## src/rtl/vdp_super_res_pkg.sv

```systemverilog
// Shared types and constants for the VDP super-resolution pixel writer.
// The write queue depth is selected in the top by SUPER_RES_WRITE_FIFO_EN.
package vdp_super_res_pkg;

  localparam int SHR_WIDTH     = 64;
  localparam int SHR_HEIGHT    = 64;
  localparam int SHR_PIXELS    = SHR_WIDTH * SHR_HEIGHT;
  localparam int SHR_ADDR_STEP = 2;
  localparam int SHR_IDX_W     = $clog2(SHR_PIXELS);

  // Dot-slot phase in which the VRAM write port is available to this block
  localparam logic [1:0] SHR_DOT_WRITE = 2'd2;

  typedef struct packed {
    logic [16:0] addr;
    logic [23:0] rgb;
  } shr_wr_entry_t;

  typedef enum logic [1:0] {
    SHR_PHASE_R = 2'd0,
    SHR_PHASE_G = 2'd1,
    SHR_PHASE_B = 2'd2
  } shr_phase_e;

  typedef enum logic {
    SHR_WR_IDLE = 1'b0,
    SHR_WR_REQ  = 1'b1
  } shr_wr_state_e;

  // VRAM word address of a pixel: one 32-bit word per pixel, so always even
  function automatic logic [16:0] shr_pixel_addr(input logic [SHR_IDX_W-1:0] idx);
    return 17'(idx) * 17'(SHR_ADDR_STEP);
  endfunction

endpackage

```

## src/rtl/vdp_super_res_write_fifo.sv

```systemverilog
// Write queue between pixel assembly and the VRAM arbiter.
// DEPTH=1 is a single holding register; larger depths are a circular buffer.
// Push while full is accepted only when a pop happens in the same cycle.
module vdp_super_res_write_fifo
  import vdp_super_res_pkg::*;
#(
  parameter int DEPTH = 1
) (
  input  logic          clk,
  input  logic          reset,
  input  logic          clear,
  input  logic          push,
  input  logic          pop,
  input  shr_wr_entry_t din,
  output shr_wr_entry_t dout,
  output logic          empty,
  output logic          full
);

  logic do_pop_s;
  logic do_push_s;

  // Accepted push/pop: pop needs data, push needs room or a simultaneous pop
  always_comb begin
    do_pop_s  = pop & ~empty;
    do_push_s = push & (~full | do_pop_s);
  end

  if (DEPTH == 1) begin : g_single

    logic          valid_r;
    shr_wr_entry_t data_r;

    // Occupancy of the holding register
    always_ff @(posedge clk or posedge reset) begin
      if (reset) begin
        valid_r <= 1'b0;
      end else if (clear) begin
        valid_r <= 1'b0;
      end else if (do_push_s) begin
        valid_r <= 1'b1;
      end else if (do_pop_s) begin
        valid_r <= 1'b0;
      end
    end

    // Holding register payload
    always_ff @(posedge clk or posedge reset) begin
      if (reset) begin
        data_r <= '0;
      end else if (do_push_s) begin
        data_r <= din;
      end
    end

    assign dout  = data_r;
    assign empty = ~valid_r;
    assign full  = valid_r;

  end else begin : g_ring

    localparam int PTR_W = $clog2(DEPTH);
    localparam int CNT_W = $clog2(DEPTH + 1);
    localparam logic [PTR_W-1:0] PTR_LAST = PTR_W'(DEPTH - 1);
    localparam logic [CNT_W-1:0] CNT_FULL = CNT_W'(DEPTH);

    shr_wr_entry_t    mem_r [DEPTH];
    logic [PTR_W-1:0] wr_ptr_r;
    logic [PTR_W-1:0] rd_ptr_r;
    logic [CNT_W-1:0] count_r;

    function automatic logic [PTR_W-1:0] ptr_next(input logic [PTR_W-1:0] ptr);
      if (ptr == PTR_LAST) begin
        return {PTR_W{1'b0}};
      end else begin
        return ptr + PTR_W'(1);
      end
    endfunction

    // Pointers and occupancy count
    always_ff @(posedge clk or posedge reset) begin
      if (reset) begin
        wr_ptr_r <= {PTR_W{1'b0}};
        rd_ptr_r <= {PTR_W{1'b0}};
        count_r  <= {CNT_W{1'b0}};
      end else if (clear) begin
        wr_ptr_r <= {PTR_W{1'b0}};
        rd_ptr_r <= {PTR_W{1'b0}};
        count_r  <= {CNT_W{1'b0}};
      end else begin
        if (do_push_s) begin
          wr_ptr_r <= ptr_next(wr_ptr_r);
        end
        if (do_pop_s) begin
          rd_ptr_r <= ptr_next(rd_ptr_r);
        end
        case ({do_push_s, do_pop_s})
          2'b10:   count_r <= count_r + CNT_W'(1);
          2'b01:   count_r <= count_r - CNT_W'(1);
          default: count_r <= count_r;
        endcase
      end
    end

    // Entry storage; a full push+pop overwrites the slot being popped
    always_ff @(posedge clk) begin
      if (do_push_s) begin
        mem_r[wr_ptr_r] <= din;
      end
    end

    assign dout  = mem_r[rd_ptr_r];
    assign empty = (count_r == {CNT_W{1'b0}});
    assign full  = (count_r == CNT_FULL);

  end

endmodule

```

## src/rtl/vdp_super_res_pixel_writer.sv

```systemverilog
// Super-resolution pixel writer: packs CPU bytes R,G,B into 24-bit pixels,
// queues them with their VRAM address and writes them out in the VDP write
// dot slot. Define SUPER_RES_WRITE_FIFO_EN for a 4-entry queue; otherwise
// a single holding register is used.
module vdp_super_res_pixel_writer
  import vdp_super_res_pkg::*;
(
  input  logic        reset,
  input  logic        clk,
  input  logic        super_high_res,
  input  logic [1:0]  dot_state,
  input  logic [7:0]  cpu_data,
  input  logic        cpu_data_stb,
  input  logic [11:0] load_idx,
  input  logic        load_idx_stb,
  output logic        vram_wr_req,
  output logic [16:0] vram_wr_addr,
  output logic [31:0] vram_wr_data,
  input  logic        vram_wr_ack,
  output logic        busy,
  output logic        overflow
);

`ifdef SUPER_RES_WRITE_FIFO_EN
  localparam int QUEUE_DEPTH = 4;
`else
  localparam int QUEUE_DEPTH = 1;
`endif

  shr_phase_e           phase_r;
  logic [7:0]           red_r;
  logic [7:0]           green_r;
  logic [SHR_IDX_W-1:0] pixel_idx_r;
  logic                 overflow_r;

  shr_wr_state_e        state_r;
  shr_wr_state_e        state_nxt_s;
  logic                 vram_wr_req_r;
  logic [16:0]          vram_wr_addr_r;
  logic [31:0]          vram_wr_data_r;

  logic                 pixel_done_s;
  logic                 pop_s;
  logic                 drop_s;
  logic                 load_head_s;
  shr_wr_entry_t        push_entry_s;
  shr_wr_entry_t        head_s;
  logic                 q_empty_s;
  logic                 q_full_s;

  // Pixel completion, queue push/pop qualification and the pushed entry
  always_comb begin
    pixel_done_s = super_high_res & ~load_idx_stb & cpu_data_stb &
                   (phase_r == SHR_PHASE_B);
    pop_s        = super_high_res & (state_r == SHR_WR_REQ) & vram_wr_ack;
    drop_s       = pixel_done_s & q_full_s & ~pop_s;
    push_entry_s.addr = shr_pixel_addr(pixel_idx_r);
    push_entry_s.rgb  = {red_r, green_r, cpu_data};
  end

  // Byte assembly, pixel index and sticky overflow
  always_ff @(posedge clk or posedge reset) begin
    if (reset) begin
      phase_r     <= SHR_PHASE_R;
      red_r       <= 8'h00;
      green_r     <= 8'h00;
      pixel_idx_r <= {SHR_IDX_W{1'b0}};
      overflow_r  <= 1'b0;
    end else if (!super_high_res) begin
      phase_r     <= SHR_PHASE_R;
      red_r       <= 8'h00;
      green_r     <= 8'h00;
      pixel_idx_r <= {SHR_IDX_W{1'b0}};
      overflow_r  <= 1'b0;
    end else if (load_idx_stb) begin
      phase_r     <= SHR_PHASE_R;
      red_r       <= 8'h00;
      green_r     <= 8'h00;
      pixel_idx_r <= load_idx;
      overflow_r  <= 1'b0;
    end else if (cpu_data_stb) begin
      case (phase_r)
        SHR_PHASE_R: begin
          red_r   <= cpu_data;
          phase_r <= SHR_PHASE_G;
        end
        SHR_PHASE_G: begin
          green_r <= cpu_data;
          phase_r <= SHR_PHASE_B;
        end
        SHR_PHASE_B: begin
          // Index advances even when the pixel is dropped
          phase_r     <= SHR_PHASE_R;
          pixel_idx_r <= pixel_idx_r + SHR_IDX_W'(1);
          if (drop_s) begin
            overflow_r <= 1'b1;
          end
        end
        default: begin
          phase_r <= SHR_PHASE_R;
        end
      endcase
    end
  end

  vdp_super_res_write_fifo #(
    .DEPTH (QUEUE_DEPTH)
  ) u_write_fifo (
    .clk   (clk),
    .reset (reset),
    .clear (~super_high_res),
    .push  (pixel_done_s),
    .pop   (pop_s),
    .din   (push_entry_s),
    .dout  (head_s),
    .empty (q_empty_s),
    .full  (q_full_s)
  );

  // Write FSM next state: request only in the write dot slot
  always_comb begin
    state_nxt_s = state_r;
    load_head_s = 1'b0;
    case (state_r)
      SHR_WR_IDLE: begin
        if (!q_empty_s && (dot_state == SHR_DOT_WRITE)) begin
          state_nxt_s = SHR_WR_REQ;
          load_head_s = 1'b1;
        end else begin
          state_nxt_s = SHR_WR_IDLE;
        end
      end
      SHR_WR_REQ: begin
        if (vram_wr_ack) begin
          state_nxt_s = SHR_WR_IDLE;
        end else begin
          state_nxt_s = SHR_WR_REQ;
        end
      end
      default: begin
        state_nxt_s = SHR_WR_IDLE;
      end
    endcase
  end

  // Write FSM state register
  always_ff @(posedge clk or posedge reset) begin
    if (reset) begin
      state_r <= SHR_WR_IDLE;
    end else if (!super_high_res) begin
      state_r <= SHR_WR_IDLE;
    end else begin
      state_r <= state_nxt_s;
    end
  end

  // Registered request outputs; address/data captured from the head on entry
  always_ff @(posedge clk or posedge reset) begin
    if (reset) begin
      vram_wr_req_r  <= 1'b0;
      vram_wr_addr_r <= 17'h00000;
      vram_wr_data_r <= 32'h00000000;
    end else if (!super_high_res) begin
      vram_wr_req_r  <= 1'b0;
      vram_wr_addr_r <= 17'h00000;
      vram_wr_data_r <= 32'h00000000;
    end else begin
      vram_wr_req_r <= (state_nxt_s == SHR_WR_REQ);
      if (load_head_s) begin
        vram_wr_addr_r <= head_s.addr;
        vram_wr_data_r <= {8'h00, head_s.rgb};
      end
    end
  end

  assign vram_wr_req  = vram_wr_req_r;
  assign vram_wr_addr = vram_wr_addr_r;
  assign vram_wr_data = vram_wr_data_r;
  assign busy         = q_full_s;
  assign overflow     = overflow_r;

endmodule

```

## config.mk

```make
export PLATFORM = sky130hd
export DESIGN_NAME = vdp_super_res_pixel_writer
export DESIGN_NICKNAME = d
export VERILOG_FILES = /design/src/rtl/vdp_super_res_pkg.sv /design/src/rtl/vdp_super_res_write_fifo.sv /design/src/rtl/vdp_super_res_pixel_writer.sv
export SDC_FILE = /design/constraint.sdc
export NUM_CORES = 1
export LEC_CHECK = 0
export CORE_ASPECT_RATIO = 0.5
export CORE_MARGIN = 4
export CORE_UTILIZATION = 57
export CTS_CLUSTER_DIAMETER = 120
export DETAILED_ROUTE_END_ITERATION = 7
export GPL_TIMING_DRIVEN = 0
export PLACE_DENSITY = 0.81
export SETUP_SLACK_MARGIN = 0.15
export SLEW_MARGIN = 30
export SYNTH_ARGS = -nofsm -noshare
export SYNTH_HDL_FRONTEND = slang
export SYNTH_SLANG_ARGS = --single-unit
```

## constraint.sdc

```tcl
create_clock -name clk -period 7.02 [get_ports clk]
set_clock_uncertainty 0.2 [all_clocks]
set_input_delay 1.404 -clock clk [delete_from_list [all_inputs] [get_ports clk]]
set_output_delay 1.404 -clock clk [all_outputs]
set_load 0.01 [all_outputs]
```

==> results of run 1 <==
## power groups by stage
| stage | combinational, mW | clock, mW | sequential [mW] |
|---|---|---|---|
| 3_5_place_dp | 0.0783 | 0 | 0.635 |
| 5_1_grt | 0.0874 | 0.518 | 0.625 |
| 3_3_place_gp | 0.0750 | 0 | 0.635 |
| 4_1_cts | 0.0787 | 0.494 | 0.624 |
| 2_1_floorplan | 0.0472 | 0 | 0.633 |
| 6_report | 0.0780 | 0.486 | 0.624 |
## state kept, by name, indices dropped and copies added, names as in the netlist
| register | flops |
|---|---|
| vram_wr_addr | 12 |
| vram_wr_req | 1 |
| red_r | 8 |
| phase_r | 2 |
| overflow | 1 |
| vram_wr_data | 24 |
| green_r | 8 |
| u_write_fifo.full | 1 |
| u_write_fifo.dout | 36 |
| pixel_idx_r | 12 |
## routing by layer
metal / vias to the layer above / share of wire, % / global-route usage, %
met5: - / 0 / 0
met3: 8 / 5.7 / 5.82
met2: 84 / 47 / 32.6
li1: 1508 / - / -
met1: 1529 / 46 / 28.2
met4: 0 / 1.2 / 6.32
## worst max path at each step
stage	startpoint	end	cells after the start
floorplan	reset	green_r[0]	1
global placement	reset	vram_wr_addr[12]	2
detailed placement	load_idx_stb	u_write_fifo.dout[8]	6
CTS	load_idx_stb	u_write_fifo.dout[0]	6
global route	load_idx_stb	green_r[2]	6
finish	load_idx_stb	u_write_fifo.dout[0]	6
## per-stage QoR
stage               instances  instance area, um^2  util, %
floorplan                 414                 4600        -
global placement          588                 5390     71.5
detailed placement        589                 5420     71.9
CTS                       603                 5710     75.7
global route              603                 5710     75.7
finish                    603                 5710     75.7
## placed cells by master, fill, tap and decap left out, drive strengths merged, types with 9 or more instances in the layout
master	n
a21boi	38
a21oi	9
conb	13
nand2	79
nor2	23
clkdlybuf4s50	66
buf	26
mux2i	17
clkbuf	22
o21ai	12
dfrtp	105
mux2	36
## logic make-up (layout without fill, tap and decap cells)
group | after synthesis | in the layout | synth area share (%)
DFF | 105 | 105 | 57.7
and+or+nand+nor | 128 | 128 | 13.0
muxes | 53 | 53 | 12.6
buffers and inverters | 41 | 122 | 5.14
other | 1 | 13 | 0.0824
adders and majority gates | 1 | 1 | 0.275
xor gates and xnor gates | 8 | 8 | 1.54
AOI/OAI and AO/OA | 65 | 65 | 9.62
## final cells by class
| cell class | instances | area share (%) |
|---|---|---|
| Sequential cell | 105 | 46.0 |
| Clock buffer | 11 | 4.25 |
| Tap cell | 108 | 2.37 |
| Clock inverter | 3 | 0.745 |
| Inverter | 5 | 0.416 |
| Multi-Input combinational cell | 268 | 30.4 |
| Buffer | 36 | 3.77 |
| Timing Repair Buffer | 67 | 12.1 |
==> flow_metrics.env, run 1 <==
export IMPL_cts_root_buffer_cell="clkbuf_16"
export IMPL_clkLatencyLatePin_ps=350
export IMPL_final_hold_violation_count=0
export IMPL_htreeDepth=3
export IMPL_cts_post_setup_buffers_inserted=0
export IMPL_synth_sequential_area_ratio_pct=57.7
export IMPL_syn_avg_cell_area_um2=11.3
export IMPL_reg2regPathDepth=4
export IMPL_fmax_mhz=308
export IMPL_cts_buffer_count=9
export IMPL_syn_inst=402
export IMPL_worstPathBufferInverterCount=3
export IMPL_critical_path_reg2reg_startpoint="phase_r[0]"
export IMPL_crit_chain="clkdlybuf4s50_1 -> inv_1 -> nand2_1 -> nor3_4 -> buf_6 -> mux2_2"
export IMPL_netlist_area_leader_share_pct=57.7
export IMPL_path_max_fanout=10
export IMPL_synth_warning_count=0
export IMPL_power_net_switching_mw=0.254
export IMPL_total_leakage_power_nw=2.61
export IMPL_worst_path_dominant_cell_family="buffers and inverters"
export IMPL_grt_setup_unrepaired="no"
export IMPL_fillCellCount=540
export IMPL_first_iter_violations=155
export IMPL_syn_cell_area_um2=4550
export IMPL_worstHoldPathType="flip-flop to flip-flop"
export IMPL_synthMostInstantiatedCell="dfrtp_1"
export IMPL_die_h_um=71.2
export IMPL_combined_area_of_the_multi_input_logic_cells_um2=1730
export IMPL_groute_usage_overall_pct=20.6
export IMPL_cts_hold_fix_buffers=0
export IMPL_antenna_found_initial=0
export IMPL_drc=0
export IMPL_postSynthRegisterBits=105
export IMPL_placement_rows=22
export IMPL_final_seq_area_um2=2630
export IMPL_cts_num_sinks=105
export IMPL_maximum_number_of_pins_on_one_net_before_global_route_repair=69
export IMPL_cp_end_kind="flip-flop"
export IMPL_viasPerCell=5.19
export IMPL_floorplan_core_area_um2=7540
export IMPL_total_nets_final=521
export IMPL_numPortBuffers=66
export IMPL_post_drt_wl_per_cell_um=15.2
export IMPL_min_delay_worst_endpoint="u_write_fifo.dout[36]"
export IMPL_timing_final_crit_share_pct=46.2
export IMPL_place_congestion=0.822
export IMPL_insertedDiodeCount=0
export IMPL_timing_final_max_slew_violations=0
export IMPL_sequential_power_share_pct=52.5
export IMPL_number_of_enable_type_register_cells_in_the_synthesized_netlist=0
export IMPL_power_frac_clock_pct=40.9
export IMPL_finalSetupViolCount=0
export IMPL_firstDrtPassIters=5
export IMPL_grt_pass1_wl_mm=15.3
export IMPL_die_w_um=134
export IMPL_worst_ir_drop_vdd_uv=143
export IMPL_run_status="finished, final reports clean"
export IMPL_timing_critical_path_required_ps=7050
export IMPL_setup_ws_ps=3780
export IMPL_ys_top_cells_by_area="dfrtp_1 (58%), mux2_2 (8.2%), nand2_1 (6.5%), a21boi_0 (6.1%), mux2i_1 (3.7%)"
export IMPL_layout_min_cycle_time_ps=3240
export IMPL_synth_commonest_cells="dfrtp_1 (105), nand2_1 (79), a21boi_0 (37), mux2_2 (33), nor2_1 (23)"
export IMPL_pre_cts_slack_ps=3390
export IMPL_fp_dieArea_um2=9560
export IMPL_slew_limit_headroom_pct=62.8
export IMPL_clkTransAtPathRegs_ps=60
export IMPL_route_antenna_remaining_nets=0
export IMPL_cts_tree="yes"
export IMPL_final_setup_tns_ps=0
export IMPL_grt_pass1_vias=3045
export IMPL_post_synth_num_cell_types=40
export IMPL_floorplan_initialDensity_pct=60.3
export IMPL_switching_share_pct=21.4
export IMPL_timing_reg2reg_setup_slack_ps=4960
export IMPL_design_power_mw=1.19
export IMPL_min_path_cells=1
export IMPL_syn2layout_area_growth_pct=25.5
export IMPL_timing_worst_setup_path_type="primary input to flip-flop"
export IMPL_drv_max_cap_violation_count=0
export IMPL_boundaryPins=80
export IMPL_worst_slew_pin_transition_ps=553
export IMPL_synth_async_reset_ratio_pct=100
export IMPL_routed_wirelength_mm=9.15
export IMPL_dr_total_vias=3129
export IMPL_power_density_nw_per_um2=208
export IMPL_comb_power_share_pct=6.6
export IMPL_worst_setup_path_start_kind="primary input"
export IMPL_dpl_hpwl_mm=6.48
export IMPL_worst_ep_arrival_time_ps=3270
export IMPL_cpPeakStageDelay_ps=500
export IMPL_synthFlopType="dfrtp_1"
export IMPL_grt_ovfl_total=0
export IMPL_synth_top_area_cell="dfrtp_1"
export IMPL_drive_gt1_share_pct=15.2
export IMPL_ctsLongestPathBuffers=2
export IMPL_worst_path_max_delay_cell="clkdlybuf4s50_1"
export IMPL_hold_worst_slack_ps=286
export IMPL_critical_path_reg2reg_endpoint="u_write_fifo.dout[0]"
export IMPL_internal_power_mw=0.934
export IMPL_postCtsResizedCells=0
export IMPL_worst_hold_startpoint="u_write_fifo.dout[36]"
Note: power is estimated with default switching activity, not from simulation.
==> run 2: changes to the inputs <==
--- a/config.mk
+++ b/config.mk
@@ -7,11 +7,11 @@
 export LEC_CHECK = 0
 export CORE_ASPECT_RATIO = 0.5
 export CORE_MARGIN = 4
-export CORE_UTILIZATION = 57
+export CORE_UTILIZATION = 47
 export CTS_CLUSTER_DIAMETER = 120
 export DETAILED_ROUTE_END_ITERATION = 7
 export GPL_TIMING_DRIVEN = 0
-export PLACE_DENSITY = 0.81
+export PLACE_DENSITY = 0.71
 export SETUP_SLACK_MARGIN = 0.15
 export SLEW_MARGIN = 30
 export SYNTH_ARGS = -nofsm -noshare
==> constraint.sdc (replaced) <==
create_clock -name clk -period 2.6 [get_ports clk]
set_clock_uncertainty 0.2 [all_clocks]
set_input_delay 0.52 -clock clk [delete_from_list [all_inputs] [get_ports clk]]
set_output_delay 0.52 -clock clk [all_outputs]
set_load 0.01 [all_outputs]
==> run 2 against run 1 <==
Clock power rose to 2.7 times the previous value. Register-to-register slack worse by 4300 ps. Cell area increased by 2.4%. Critical path depth unchanged. Wire length up 1.1%. Core utilization decreased by 14 points. Critical path type unchanged. First-iteration DRC count increased by 14%. Power grew to 2.7 times the previous value. Largest cell class unchanged. Worst hold slack improved by 5.5 ps. Die area rose by 19%.
==> flow_metrics.env, run 2 (synthesized netlist as in run 1, its figures left out) <==
export IMPL_run_status="finished, final reports clean"
export IMPL_floorplan_core_area_um2=9450
export IMPL_timing_worst_setup_path_type="primary input to flip-flop"
export IMPL_placed_cell_area_um2=5520
export IMPL_final_cell_mix="dfrtp_1 (105), nand2_1 (79), clkdlybuf4s50_1 (66)"
export IMPL_sequential_power_share_pct=52.3
export IMPL_dr_total_vias=3125
export IMPL_viasPerCell=4.91
export IMPL_drv_max_cap_violation_count=0
export IMPL_post_drt_wl_per_cell_um=14.5
export IMPL_grt_setup_unrepaired="no"
export IMPL_path_max_fanout=10
export IMPL_combined_area_of_the_multi_input_logic_cells_um2=1730
export IMPL_groute_usage_overall_pct=17.1
export IMPL_total_nets_final=527
export IMPL_insertedDiodeCount=0
export IMPL_grt_ovfl_total=0
export IMPL_firstDrtPassIters=4
export IMPL_reg2regPathDepth=5
export IMPL_mostFrequentLayoutCell="dfrtp_1"
export IMPL_syn2layout_area_growth_pct=28.5
export IMPL_grt_pass1_wl_mm=15.7
export IMPL_cp_end_kind="flip-flop"
export IMPL_worstHoldPathType="flip-flop to flip-flop"
export IMPL_switching_share_pct=22.0
export IMPL_worst_ep_arrival_time_ps=2270
export IMPL_placement_rows=25
export IMPL_cts_num_sinks=105
export IMPL_layout_min_cycle_time_ps=2260
export IMPL_numPortBuffers=66
export IMPL_first_iter_violations=176
export IMPL_power_net_switching_mw=0.707
export IMPL_worst_ir_drop_vdd_uv=333
export IMPL_fillCellCount=783
export IMPL_power_density_nw_per_um2=551
export IMPL_power_frac_clock_pct=40.8
export IMPL_fmax_mhz=442
export IMPL_maximum_number_of_pins_on_one_net_before_global_route_repair=28
export IMPL_drive_gt1_share_pct=16.3
export IMPL_timing_final_max_slew_violations=0
export IMPL_timing_final_crit_share_pct=86.9
export IMPL_timing_critical_path_required_ps=2610
export IMPL_total_leakage_power_nw=2.66
export IMPL_final_hold_violation_count=0
export IMPL_slew_limit_headroom_pct=63.6
export IMPL_final_cell_count_no_fill=637
export IMPL_drc=0
export IMPL_routed_wirelength_mm=9.26
export IMPL_cts_hold_fix_buffers=0
export IMPL_comb_power_share_pct=6.9
export IMPL_largest_register_ff_count=36
export IMPL_cts_root_buffer_cell="clkbuf_16"
export IMPL_min_path_cells=1
export IMPL_die_w_um=147
export IMPL_htreeDepth=3
export IMPL_boundaryPins=80
export IMPL_place_congestion=0.781
export IMPL_clkTransAtPathRegs_ps=70
export IMPL_antenna_found_initial=0
export IMPL_floorplan_initialDensity_pct=48.2
export IMPL_grt_pass1_vias=3174
export IMPL_internal_power_mw=2.51
export IMPL_cts_buffer_count=9
export IMPL_worst_slew_pin_transition_ps=541
export IMPL_final_seq_area_um2=2630
export IMPL_die_h_um=77.6
export IMPL_worst_setup_path_start_kind="primary input"
export IMPL_ctsLongestPathBuffers=2
export IMPL_finalSetupViolCount=0
export IMPL_final_area_um2=5850
export IMPL_dpl_hpwl_mm=6.81
export IMPL_cts_tree="yes"
export IMPL_numPlacedInstances=619
export IMPL_fp_dieArea_um2=11400
export IMPL_clkLatencyLatePin_ps=340
export IMPL_route_antenna_remaining_nets=0
-- run 2: worst paths after layout --
kind,startpoint,endpoint,slack [ps]
worst min register to register,u_write_fifo.dout[16],u_write_fifo.dout[16],290
worst max register to register,pixel_idx_r[1],pixel_idx_r[8],710
max in group asynchronous,reset,vram_wr_data[2],840
worst max-delay path,load_idx_stb,overflow,340
worst min-delay path,u_write_fifo.dout[16],u_write_fifo.dout[16],290
min in group asynchronous,reset,vram_wr_addr[3],340
-- run 2: metal layers --
metal	share of wire [%]	wire [um]	vias up	global-route usage, %
met5	0	0	-	0
met4	0.77	71	0	3.62
met1	48	4410	1539	23.3
met3	4.0	372	8	4.38
li1	-	-	1525	-
met2	48	4400	53	27.9
-- run 2: worst max-delay path: stages --
cell and delay [ps]:
clkdlybuf4s50_1 570, inv_1 120, nand2_1 130, buf_1 380
clkbuf_1 430, nor2_1 110
-- run 2: metrics by stage --
stage	setup WS [ps]	hold WS [ps]	util, %	total power [mW]	TNS, ps
global placement	-459	271	57.5	1.92	-50280
finish	340	292	61.9	3.22	0
detailed placement	-110	280	58.5	1.94	-3020
CTS	252	296	61.5	3.25	0
floorplan	620	258	-	1.84	0
global route	215	309	61.9	3.34	0
-- run 2: power groups by stage --
stage / clock network [mW] / registers, mW / logic, mW
after floorplan: 0 / 1.71 / 0.128
after global placement: 0 / 1.72 / 0.204
after detailed placement: 0 / 1.72 / 0.224
after CTS: 1.34 / 1.68 / 0.226
after global routing: 1.41 / 1.69 / 0.246
final: 1.31 / 1.68 / 0.222
-- run 2: timing repair --
action	CTS	global route
buffers inserted	0	3
setup endpoints to repair	0	19
resized for setup	0	0
-- run 2: area by class of cell --
type                            instances  area share, %
Inverter                                5          0.385
Tap cell                              135           2.89
Multi-Input combinational cell        268           29.7
Sequential cell                       105           44.9
Clock inverter                          5          0.985
Buffer                                 36           3.68
Clock buffer                           10           3.92
Timing Repair Buffer                   73           13.5
